### src/rtl/code_loader.sv
// Byte-stream code loader: packs 3 little-endian bytes per 18-bit word, writes N words
// into code memory, and holds the processor in reset until the load completes.
//
// state | meaning
// IDLE  | waiting for start, processor held in reset
// HDR   | collecting the 3-byte word count N
// DATA  | collecting the 3 bytes of the next code word
// WRITE | one-cycle code memory write strobe
// DONE  | load finished, processor released
// ERROR | load aborted on a format error, processor held
module code_loader #(
  parameter int ADDR_SIZE = 18,
  parameter int WORD_SIZE = 18,
  parameter int MEM_SIZE  = 1024
) (
  input  logic                 clock,
  input  logic                 reset,
  input  logic                 start,
  input  logic                 in_valid,
  input  logic [7:0]           in_data,
  output logic                 in_ready,
  output logic                 code_we,
  output logic [ADDR_SIZE-1:0] code_addr,
  output logic [WORD_SIZE-1:0] code_din,
  output logic                 processor_reset,
  output logic                 complete_fill_ram,
  output logic                 load_error
);

  typedef enum logic [2:0] {IDLE, HDR, DATA, WRITE, DONE, ERROR} state_t;

  state_t                 state_q;
  logic [1:0]             byte_idx_q;
  logic [7:0]             byte0_q;
  logic [7:0]             byte1_q;
  logic [WORD_SIZE-1:0]   count_q;
  logic [ADDR_SIZE-1:0]   addr_q;
  logic [WORD_SIZE-1:0]   din_q;
  logic                   in_ready_q;
  logic                   we_q;
  logic                   proc_rst_q;
  logic                   done_q;
  logic                   err_q;

  logic                   accept;
  logic                   fmt_err;
  logic                   last_word;
  logic [WORD_SIZE-1:0]   word_d;

  assign accept    = in_valid && in_ready_q;
  assign fmt_err   = |in_data[7:2];
  assign word_d    = WORD_SIZE'({in_data[1:0], byte1_q, byte0_q});
  assign last_word = (WORD_SIZE'(addr_q) == (count_q - WORD_SIZE'(1)));

  always_ff @(posedge clock or negedge reset) begin
    if (!reset) begin
      state_q    <= IDLE;
      byte_idx_q <= 2'd0;
      byte0_q    <= 8'd0;
      byte1_q    <= 8'd0;
      count_q    <= '0;
      addr_q     <= '0;
      din_q      <= '0;
      in_ready_q <= 1'b0;
      we_q       <= 1'b0;
      proc_rst_q <= 1'b1;
      done_q     <= 1'b0;
      err_q      <= 1'b0;
    end else begin
      case (state_q)
        IDLE, DONE, ERROR: begin
          if (start) begin
            state_q    <= HDR;
            byte_idx_q <= 2'd0;
            addr_q     <= '0;
            in_ready_q <= 1'b1;
            proc_rst_q <= 1'b1;
            done_q     <= 1'b0;
            err_q      <= 1'b0;
          end
        end
        HDR, DATA: begin
          if (accept) begin
            case (byte_idx_q)
              2'd0: begin
                byte0_q    <= in_data;
                byte_idx_q <= 2'd1;
              end
              2'd1: begin
                byte1_q    <= in_data;
                byte_idx_q <= 2'd2;
              end
              default: begin
                byte_idx_q <= 2'd0;
                if (fmt_err) begin
                  state_q    <= ERROR;
                  in_ready_q <= 1'b0;
                  err_q      <= 1'b1;
                end else if (state_q == HDR) begin
                  count_q <= word_d;
                  if (word_d == '0) begin
                    state_q    <= DONE;
                    in_ready_q <= 1'b0;
                    proc_rst_q <= 1'b0;
                    done_q     <= 1'b1;
                  end else if (word_d > WORD_SIZE'(MEM_SIZE)) begin
                    state_q    <= ERROR;
                    in_ready_q <= 1'b0;
                    err_q      <= 1'b1;
                  end else begin
                    state_q <= DATA;
                  end
                end else begin
                  din_q      <= word_d;
                  we_q       <= 1'b1;
                  in_ready_q <= 1'b0;
                  state_q    <= WRITE;
                end
              end
            endcase
          end
        end
        WRITE: begin
          we_q <= 1'b0;
          if (last_word) begin
            state_q    <= DONE;
            proc_rst_q <= 1'b0;
            done_q     <= 1'b1;
          end else begin
            // N never exceeds MEM_SIZE, so the increment stays within memory
            addr_q     <= addr_q + ADDR_SIZE'(1);
            in_ready_q <= 1'b1;
            state_q    <= DATA;
          end
        end
        default: begin
          state_q    <= IDLE;
          in_ready_q <= 1'b0;
          we_q       <= 1'b0;
          proc_rst_q <= 1'b1;
        end
      endcase
    end
  end

  assign in_ready          = in_ready_q;
  assign code_we           = we_q;
  assign code_addr         = addr_q;
  assign code_din          = din_q;
  assign processor_reset   = proc_rst_q;
  assign complete_fill_ram = done_q;
  assign load_error        = err_q;

endmodule

### config.mk
export PLATFORM = sky130hd
export DESIGN_NAME = code_loader
export DESIGN_NICKNAME = d
export VERILOG_FILES = /design/src/rtl/code_loader.sv
export SDC_FILE = /design/constraint.sdc
export NUM_CORES = 1
export LEC_CHECK = 0
export CORE_AREA = 2 2 102 104
export DETAILED_ROUTE_END_ITERATION = 8
export DIE_AREA = 0 0 104 106
export PLACE_DENSITY = 0.68
export SLEW_MARGIN = 40
export SYNTH_ARGS = -nofsm -noshare
export SYNTH_HDL_FRONTEND = slang
export SYNTH_SLANG_ARGS = --single-unit
### constraint.sdc
create_clock -name clock -period 3.4 [get_ports clock]
set_clock_uncertainty 0.1 [all_clocks]
set_input_delay 0.68 -clock clock [delete_from_list [all_inputs] [get_ports clock]]
set_output_delay 0.68 -clock clock [all_outputs]
set_load 0.02 [all_outputs]
# After elaboration in Yosys (flattened, before gate mapping)
# Index checks and enable logic that the tools add are counted.
[totals]
wordCells = 114
output_inout_bits = 41
ff_bits = 80
in_bits = 12
[op_classes]
bitwise = 4
n_mux = 52
eq_ne = 20
addsub = 2
order_cmp = 1
n_reduce_logical = 23
[ops]
columns = ["cell", "count"]
rows = [
  ["$mux 18", 2],
  ["$pmux 18 s2", 1],
  ["$mux 1", 31],
  ["$mux 3", 8],
  ["$reduce_and 5->1", 4],
  ["$add 18x1->18 const B", 1],
  ["$eq 18x18->1", 1],
  ["$gt 18x11->1 const B", 1],
  ["$logic_not 18->1", 1],
  ["$ne 2x2->1 const B", 9],
  ["$sub 18x1->18 const B", 1],
  ["$reduce_and 3->1", 5],
  ["$reduce_and 7->1", 2],
  ["$ne 3x3->1 const B", 3],
  ["$pmux 1 s3", 3],
  ["$pmux 3 s3", 1],
  ["$pmux 2 s2", 2],
  ["$reduce_and 8->1", 1],
  ["$eq 3x2->1 const B", 2],
  ["$eq 3x3->1 const B", 2],
  ["$reduce_or 6->1", 1],
  ["$ne 5x5->1 const B", 1],
  ["$mux 2", 2],
  ["$not 1->1", 4],
  ["10 further kinds", 13],
]

# Longest topological paths before layout
# Gate-level depths: netlist of the first run.
[depth]
depth_word = 8
depth_mapped = 12
mapped_depth_nobuf = 10

# Worst setup path before layout of the first run
# No wires, ideal clock.
[synth_path]
kind = "input -> register"
startpoint = "in in_data[5]"
endpoint = "reg din_q[16], in the netlist code_din[16]"
path_buffers = 1
setup_ns = 0.125
arrival_time_ns = 2.839
t_required_ns = 3.175
cell_stages = 6
path_slack_ns = 0.336
path_cell_list = "or4_1 -> nor4_1 -> nand2_1 -> nor2_1 -> clkbuf_1 -> mux2_2"
[synth_between]
elab_chain_len = 3
[synth_lines]
columns = ["item", "line_no", "source"]
rows = [
  ["start: declaration", "20", "input logic [7:0] in_data,"],
  ["$reduce_or 6->1", "51", "assign fmt_err = |in_data[7:2];"],
  ["$not 1->1 (no source line)", "-", ""],
  ["$reduce_and 5->1 (no source line)", "-", ""],
  ["end signal: assignment", "114", "din_q <= word_d;"],
  ["end: declaration", "38", "logic [WORD_SIZE-1:0] din_q;"],
]
# Every way passes these cells.
# A chain may end at the register's enable or synchronous reset.

# Final worst setup path of the first run
[layout_path]
startpoint = "reg count_q[0]"
endpoint = "reg addr_q[0], in the netlist code_addr[0]"
[layout_between]
elab_chain_len = 4
[layout_lines]
columns = ["item", "line_no", "source"]
rows = [
  ["start: declaration", "36", "logic [WORD_SIZE-1:0] count_q;"],
  ["start signal: assignment", "100", "count_q <= word_d;"],
  ["$sub 18x1->18", "53", "assign last_word = (WORD_SIZE'(addr_q) == (count_q - WORD_SIZE'(1)));"],
  ["$eq 18x18->1", "53", ""],
  ["$ne 2x2->1 (no source line)", "-", ""],
  ["$reduce_and 3->1 (no source line)", "-", ""],
  ["end signal: assignment", "131", "addr_q <= addr_q + ADDR_SIZE'(1);"],
  ["end: declaration", "37", "logic [ADDR_SIZE-1:0] addr_q;"],
]
# Every way passes these cells.

==> results of run 1 <==
[per-layer routing]
metal  global-route usage (%)  up-vias
li1                         -     1659
met1                    27.37     1690
met2                    31.30       84
met3                    3.250       14
met4                    9.749        0
met5                        0        -
[critical path: cells and delay by family, from the launching register on]
kind | cells | cell delay [ps]
compound gates | 3 | 650
flops | 1 | 440
simple gates | 5 | 1850
[layout make-up]
type | count | area share [%]
Clock buffer | 11 | 2.826
Clock inverter | 4 | 1.448
Inverter | 7 | 0.4905
Multi-Input combinational cell | 306 | 41.93
Sequential cell | 80 | 37.40
Tap cell | 136 | 3.177
Timing Repair Buffer | 69 | 12.73
[flip-flops by register name, summed over array words and instances (netlist names)]
name and flops:
code_we 1, in_ready 1, code_din 18, state_q 3
byte0_q 8, code_addr 18, processor_reset 1, byte_idx_q 2
count_q 18, byte1_q 8, complete_fill_ram 1, load_error 1
[power by group through the flow]
stage               clock [mW]  sequential (mW)  combinational [mW]
floorplan                    0             1.22               0.384
global placement             0             1.29               0.543
detailed placement           0             1.29               0.552
CTS                      0.828             1.27               0.555
global route             0.872             1.30               0.614
finish                   0.806             1.27               0.558
[cells by family after synthesis]
group                      Yosys count  share of synthesized area, %
AOI/OAI and AO/OA                   76                         11.54
and+or+nand+nor                    150                         20.56
xor gates and xnor gates            22                         4.409
muxes                               56                         14.31
adders and majority gates            2                        0.5725
DFF                                 80                         45.83
buffers and inverters               25                         2.777
[through the flow]
stage                     hold WS, ps  cells  util [%]
final                           53.70    613     53.57
after global routing            54.02    613     53.57
after CTS                       277.4    612     53.29
after detailed placement        388.5    597     51.00
after global placement          383.7    597     50.96
after floorplan                 284.4    411         -
[cell usage in the layout (no fill, tap or decap), drive strengths merged, types with 7 or more instances in the layout]
cell	netlist	final
dfrtp	79	79
xor2	10	10
or3	8	8
a21oi	15	15
nor2	18	18
clkbuf	13	11
xnor2	12	12
inv	7	7
buf	5	18
nand3	15	15
o21ai	17	17
nand2	29	29
nor3	7	7
or4	11	11
nor4	14	14
clkdlybuf4s50	0	51
mux2	52	52
[worst max path at each step]
stage | startpoint | endpoint | slack, ps | cells after the start
floorplan | in_data[5] | code_din[16] | 340 | 6
global placement | in_data[5] | processor_reset | 320 | 9
detailed placement | in_data[5] | processor_reset | 270 | 9
CTS | count_q[0] | code_addr[0] | 260 | 8
global route | count_q[0] | code_addr[17] | 20 | 11
finish | count_q[0] | code_addr[0] | 250 | 8
==> reports/qor.yml, run 1 <==
antenna_cells: 0
synth_top_area_share_pct: 45.23
die_area_um2: 11020
fin_area_um2: 5356
regToRegSetupSlack_ps: 250
relSlewSlack_pct: 57.34
syn_avg_cell_area_um2: 10.63
slowest_stage: "or4_4"
setup_viol: 0
antenna_found_initial: 0
p_leak_nw: 2.354
clkSlewWorstSetupHoldPaths_ps: 80
grt_pass1_wl_um: 17600
fin_setup_tns_ps: 0
dpl.hpwl_um: 7533
required_ps: 3560
grt_max_degree: 81
holdBufCountCts: 0
synth-edff-count: 0
drt-initial-drc-count: 171
core_area_um2: 10000
synth.most_common_cell: "dfrtp_1"
dp_slack_ps: 272.2
cp-end-kind: "flip-flop"
grt_pass1_vias: 3396
drv_cap: 0
synthCells: 411
io_pins: 53
die_h_um: 106
cts_tree: "built"
port_buffers: 52
syn_area_um2: 4370
drt-total-wl_um: 10350
clock-root-buffer: "clkbuf_8"
timing.critical_path.arrival_ps: 3310
drtPass1Iterations: 5
crit_path_cell_trace: "or4_4 -> or4_1 -> a21o_1 -> a22oi_1 -> and4_1 -> and2_4 -> nor2_1 -> o22a_1"
grt.overflow.total: 0
seq_area_um2: 2003
ys.flop_type: "dfrtp_1"
async_reset_ff_share_pct: 100.0
tightest_slew_ps: 639.9
via_per_inst: 5.623
synth_warnings: 0
drc: 0
fp.dieW_um: 104
wl_per_cell_um: 16.88
postCtsSetupRepairBufs: 0
placed_cell_area_um2: 5100
cts.sinks: 80
crit_type: "reg -> reg"
wl_met3_um: 431
timing.rr.end: "code_addr[0]"
ys_top_cells_by_area: "dfrtp_1 45%, mux2_2 13%, nand2_1 2.5%"
synthTopCellsByCount: "79 x dfrtp_1, 52 x mux2_2, 29 x nand2_1, 18 x nor2_1"
max_stage_delay_ps: 620
syn_to_final_growth_pct: 22.56
multi_input_area_um2: 2246
post-route-min-period_ps: 3150
synth_top_cell_by_area: "dfrtp_1"
fin_crit_sh_pct: 92.64
grt_util_all_layers_pct: 20.07
start_kind: "flip-flop"
clk_latency_ps: 360
clockBufferDepth: 2
postSynthNetCount: 425
p_clk_share_pct: 30.6
combPwrFrac_pct: 21.2
r2r_start: "count_q[0]"
crit_fanout: 31
drv_slew: 0
netlist-cell-type-count: 62
vias: 3447
hold_violations: 0
rows: 37
wl_met1_um: 4833
peakVddDrop_uv: 244.7
rsz0062_at_grt: "no"
sw_frac_of_total_pct: 30.93
power.density_cell_area_nw_per_um2: 491.6
fillCellCount: 910
numCtsBuffers: 9
top_layer_used: "met4"
fmax_ghz: 0.3175
ys_seq_elements: 80
pwr-share-seq_pct: 48.2
layout.nets: 487
r2r_cells: 8
switching_power_mw: 0.8144
gp_congestion: 0.8526
layout_setup_ws_ps: 250.2
drive_above_1_share_pct: 21.38
ant_nets: 0
total_power_mw: 2.633
ys_seq_area_share_pct: 45.83
wl_met2_um: 4863
start_util_pct: 43.71
cts-htree-levels: 3
hp-class: "in -> async"
internal_power_mw: 1.819
cts-resized-gates: 0
status: "finished, final reports clean"
(Power assumes the default switching activity.)
==> run 2: changes to the inputs <==
--- a/config.mk
+++ b/config.mk
@@ -6,9 +6,11 @@
 export NUM_CORES = 1
 export LEC_CHECK = 0
 export CORE_AREA = 2 2 102 104
+export CTS_CLUSTER_SIZE = 28
 export DETAILED_ROUTE_END_ITERATION = 8
 export DIE_AREA = 0 0 104 106
 export PLACE_DENSITY = 0.68
+export RECOVER_POWER = 100
 export SLEW_MARGIN = 40
 export SYNTH_ARGS = -nofsm -noshare
 export SYNTH_HDL_FRONTEND = slang
==> run 2 against run 1 <==
Effect of this change:
- core utilization shrank 0.60 points
- clock power is essentially flat
- routed wire length fell by 0.19%
- largest cell class unchanged
- die area unchanged
- clock-buffer cell count unchanged
- fmax about the same
==> reports/qor.yml, run 2 (synthesis gave the netlist of run 1 again) <==
setup_viol: 0  # unchanged
drt-total-wl_um: 10330  # was 10350 um
relSlewSlack_pct: 2.935  # was 57.34%
regToRegSetupSlack_ps: 250  # about the same
crit_path_start: "count_q[0]"  # unchanged
clkSlewWorstSetupHoldPaths_ps: 80  # about the same
clock-root-buffer: "clkbuf_8"  # unchanged
drv_cap: 0  # unchanged
tightest_slew_ps: 1456  # was 639.9 ps
busiest_layer: "met2"  # unchanged
ant_nets: 0  # unchanged
crit_type: "reg -> reg"  # unchanged
max_stage_delay_ps: 620  # about the same
grt_util_all_layers_pct: 20.07  # unchanged
start_kind: "flip-flop"  # unchanged
cts.sinks: 80  # unchanged
min_to: "complete_fill_ram"
fin_util_pct: 52.97  # was 53.57%
p_leak_nw: 2.455  # was 2.354 nW
grtUsageMet1_pct: 27.37  # unchanged
numCtsBuffers: 9  # unchanged
gr-usage-met2_pct: 31.30  # unchanged
timing.critical_path.arrival_ps: 3310  # about the same
syn_to_final_growth_pct: 21.19  # was 22.56%
slowest_stage: "or4_4"  # unchanged
wl_per_cell_um: 16.84  # was 16.88 um
cts-resized-gates: 0  # unchanged
required_ps: 3560  # about the same
vias: 3447  # unchanged
drt-initial-drc-count: 180  # was 171
fp.dieW_um: 104  # unchanged
final_cell_mix: "79 x dfrtp_1, 52 x mux2_2, 43 x dlygate4sd3_1, 29 x nand2_1, 18 x nor2_1"  # was 79 x dfrtp_1, 52 x mux2_2, 51 x clkdlybuf4s50_1, 29 x nand2_1, 18 x nor2_1
drtPass1Iterations: 5  # unchanged
fin_setup_tns_ps: 0  # unchanged
timing.rr.end: "code_addr[0]"  # unchanged
r2r_start: "count_q[0]"  # unchanged
power.density_cell_area_nw_per_um2: 493.7  # was 491.6 nW/um2
postCtsSetupRepairBufs: 0  # unchanged
cp-end-kind: "flip-flop"  # unchanged
cts-htree-levels: 3  # unchanged
hp-class: "reg -> reg"  # was in -> async
antenna_cells: 0  # unchanged
post-route-min-period_ps: 3152  # was 3150 ps
die_area_um2: 11020  # unchanged
die_h_um: 106  # unchanged
port_buffers: 52  # unchanged
antenna_found_initial: 0  # unchanged
io_pins: 53  # unchanged
start_util_pct: 43.71  # unchanged
final_common_cell: "dfrtp_1"  # unchanged
crit_path_cell_trace: "or4_4 -> or4_1 -> a21o_1 -> a22oi_1 -> and4_1 -> and2_4 -> nor2_1 -> o22a_1"  # unchanged
holdPathStages: 2
crit_fanout: 31  # unchanged
drc: 0  # unchanged
rows: 37  # unchanged
grt_pass1_wl_um: 17600  # unchanged
r2r_cells: 8  # unchanged
drv_slew: 0  # unchanged
rsz0062_at_grt: "no"  # unchanged
drive_above_1_share_pct: 20.34  # was 21.38%
grt.overflow.total: 0  # unchanged
dpl.hpwl_um: 7533  # unchanged
cts_tree: "built"  # unchanged
gp_congestion: 0.8526  # unchanged
status: "finished, final reports clean"  # unchanged
grt_max_degree: 81  # unchanged
holdBufCountCts: 0  # unchanged
clockBufferDepth: 2  # unchanged
via_per_inst: 5.623  # unchanged
grt_use_met3_pct: 3.250  # unchanged
hold_violations: 0  # unchanged
core_area_um2: 10000  # unchanged
fmax_ghz: 0.3173  # was 0.3175 GHz
clk_latency_ps: 360  # about the same
grt_pass1_vias: 3396  # unchanged
fin_crit_sh_pct: 92.71  # was 92.64%
layout.nets: 487  # unchanged
min_from: "complete_fill_ram"
peakVddDrop_uv: 245.1  # was 244.7 uV
==> run 2: layer usage <==
layer | wire length (um) | share of wire [%]
met1 | 4841 | 47
met2 | 4879 | 47
met4 | 177 | 1.7
met3 | 428 | 4.1
met5 | 0 | 0
==> run 2: how the worst max path moves through the flow <==
stage	end	slack (ps)	cells past startpoint
2_1_floorplan	code_din[16]	340	6
3_3_place_gp	processor_reset	320	9
3_5_place_dp	processor_reset	270	9
4_1_cts	code_addr[0]	260	8
5_1_grt	code_addr[17]	20	11
6_report	code_addr[0]	250	8
==> run 2: layout make-up <==
cell class | count | area [um2]
clock buffers | 11 | 151.4
clock inverters | 4 | 77.57
fillers | 915 | 4703
inverters | 7 | 26.28
multi-input cells | 306 | 2246
flip-flops and latches | 80 | 2003
well taps | 136 | 170.2
repair buffers | 69 | 621.8
==> run 2: critical path: cells and delay by family (launching register included) <==
| kind | cells | cell delay, ps |
|---|---|---|
| AO/OA/AOI/OAI | 3 | 650 |
| flip-flops | 1 | 440 |
| AND/OR/NAND/NOR | 5 | 1860 |
==> run 2: per-stage QoR <==
step / total power, mW / std cells / hold WS (ps) / cell area [um2] / setup WS (ps)
2_1_floorplan: 1.607 / 411 / 284.4 / 4370 / 335.9
3_3_place_gp: 1.828 / 597 / 383.7 / 5096 / 321.5
3_5_place_dp: 1.844 / 597 / 388.5 / 5100 / 272.2
4_1_cts: 2.655 / 612 / 277.4 / 5329 / 256.4
5_1_grt: 2.764 / 613 / 421.6 / 5296 / 19.56
6_report: 2.615 / 613 / 393.6 / 5296 / 248.0
==> run 2: power breakdown <==
part | total, mW | leakage (nW) | internal (mW) | switching [mW]
logic | 0.539 | 1.26 | 0.261 | 0.278
registers | 1.27 | 1.08 | 1.09 | 0.178
clock network | 0.808 | 0.116 | 0.452 | 0.355
total | 2.61 | 2.45 | 1.80 | 0.811
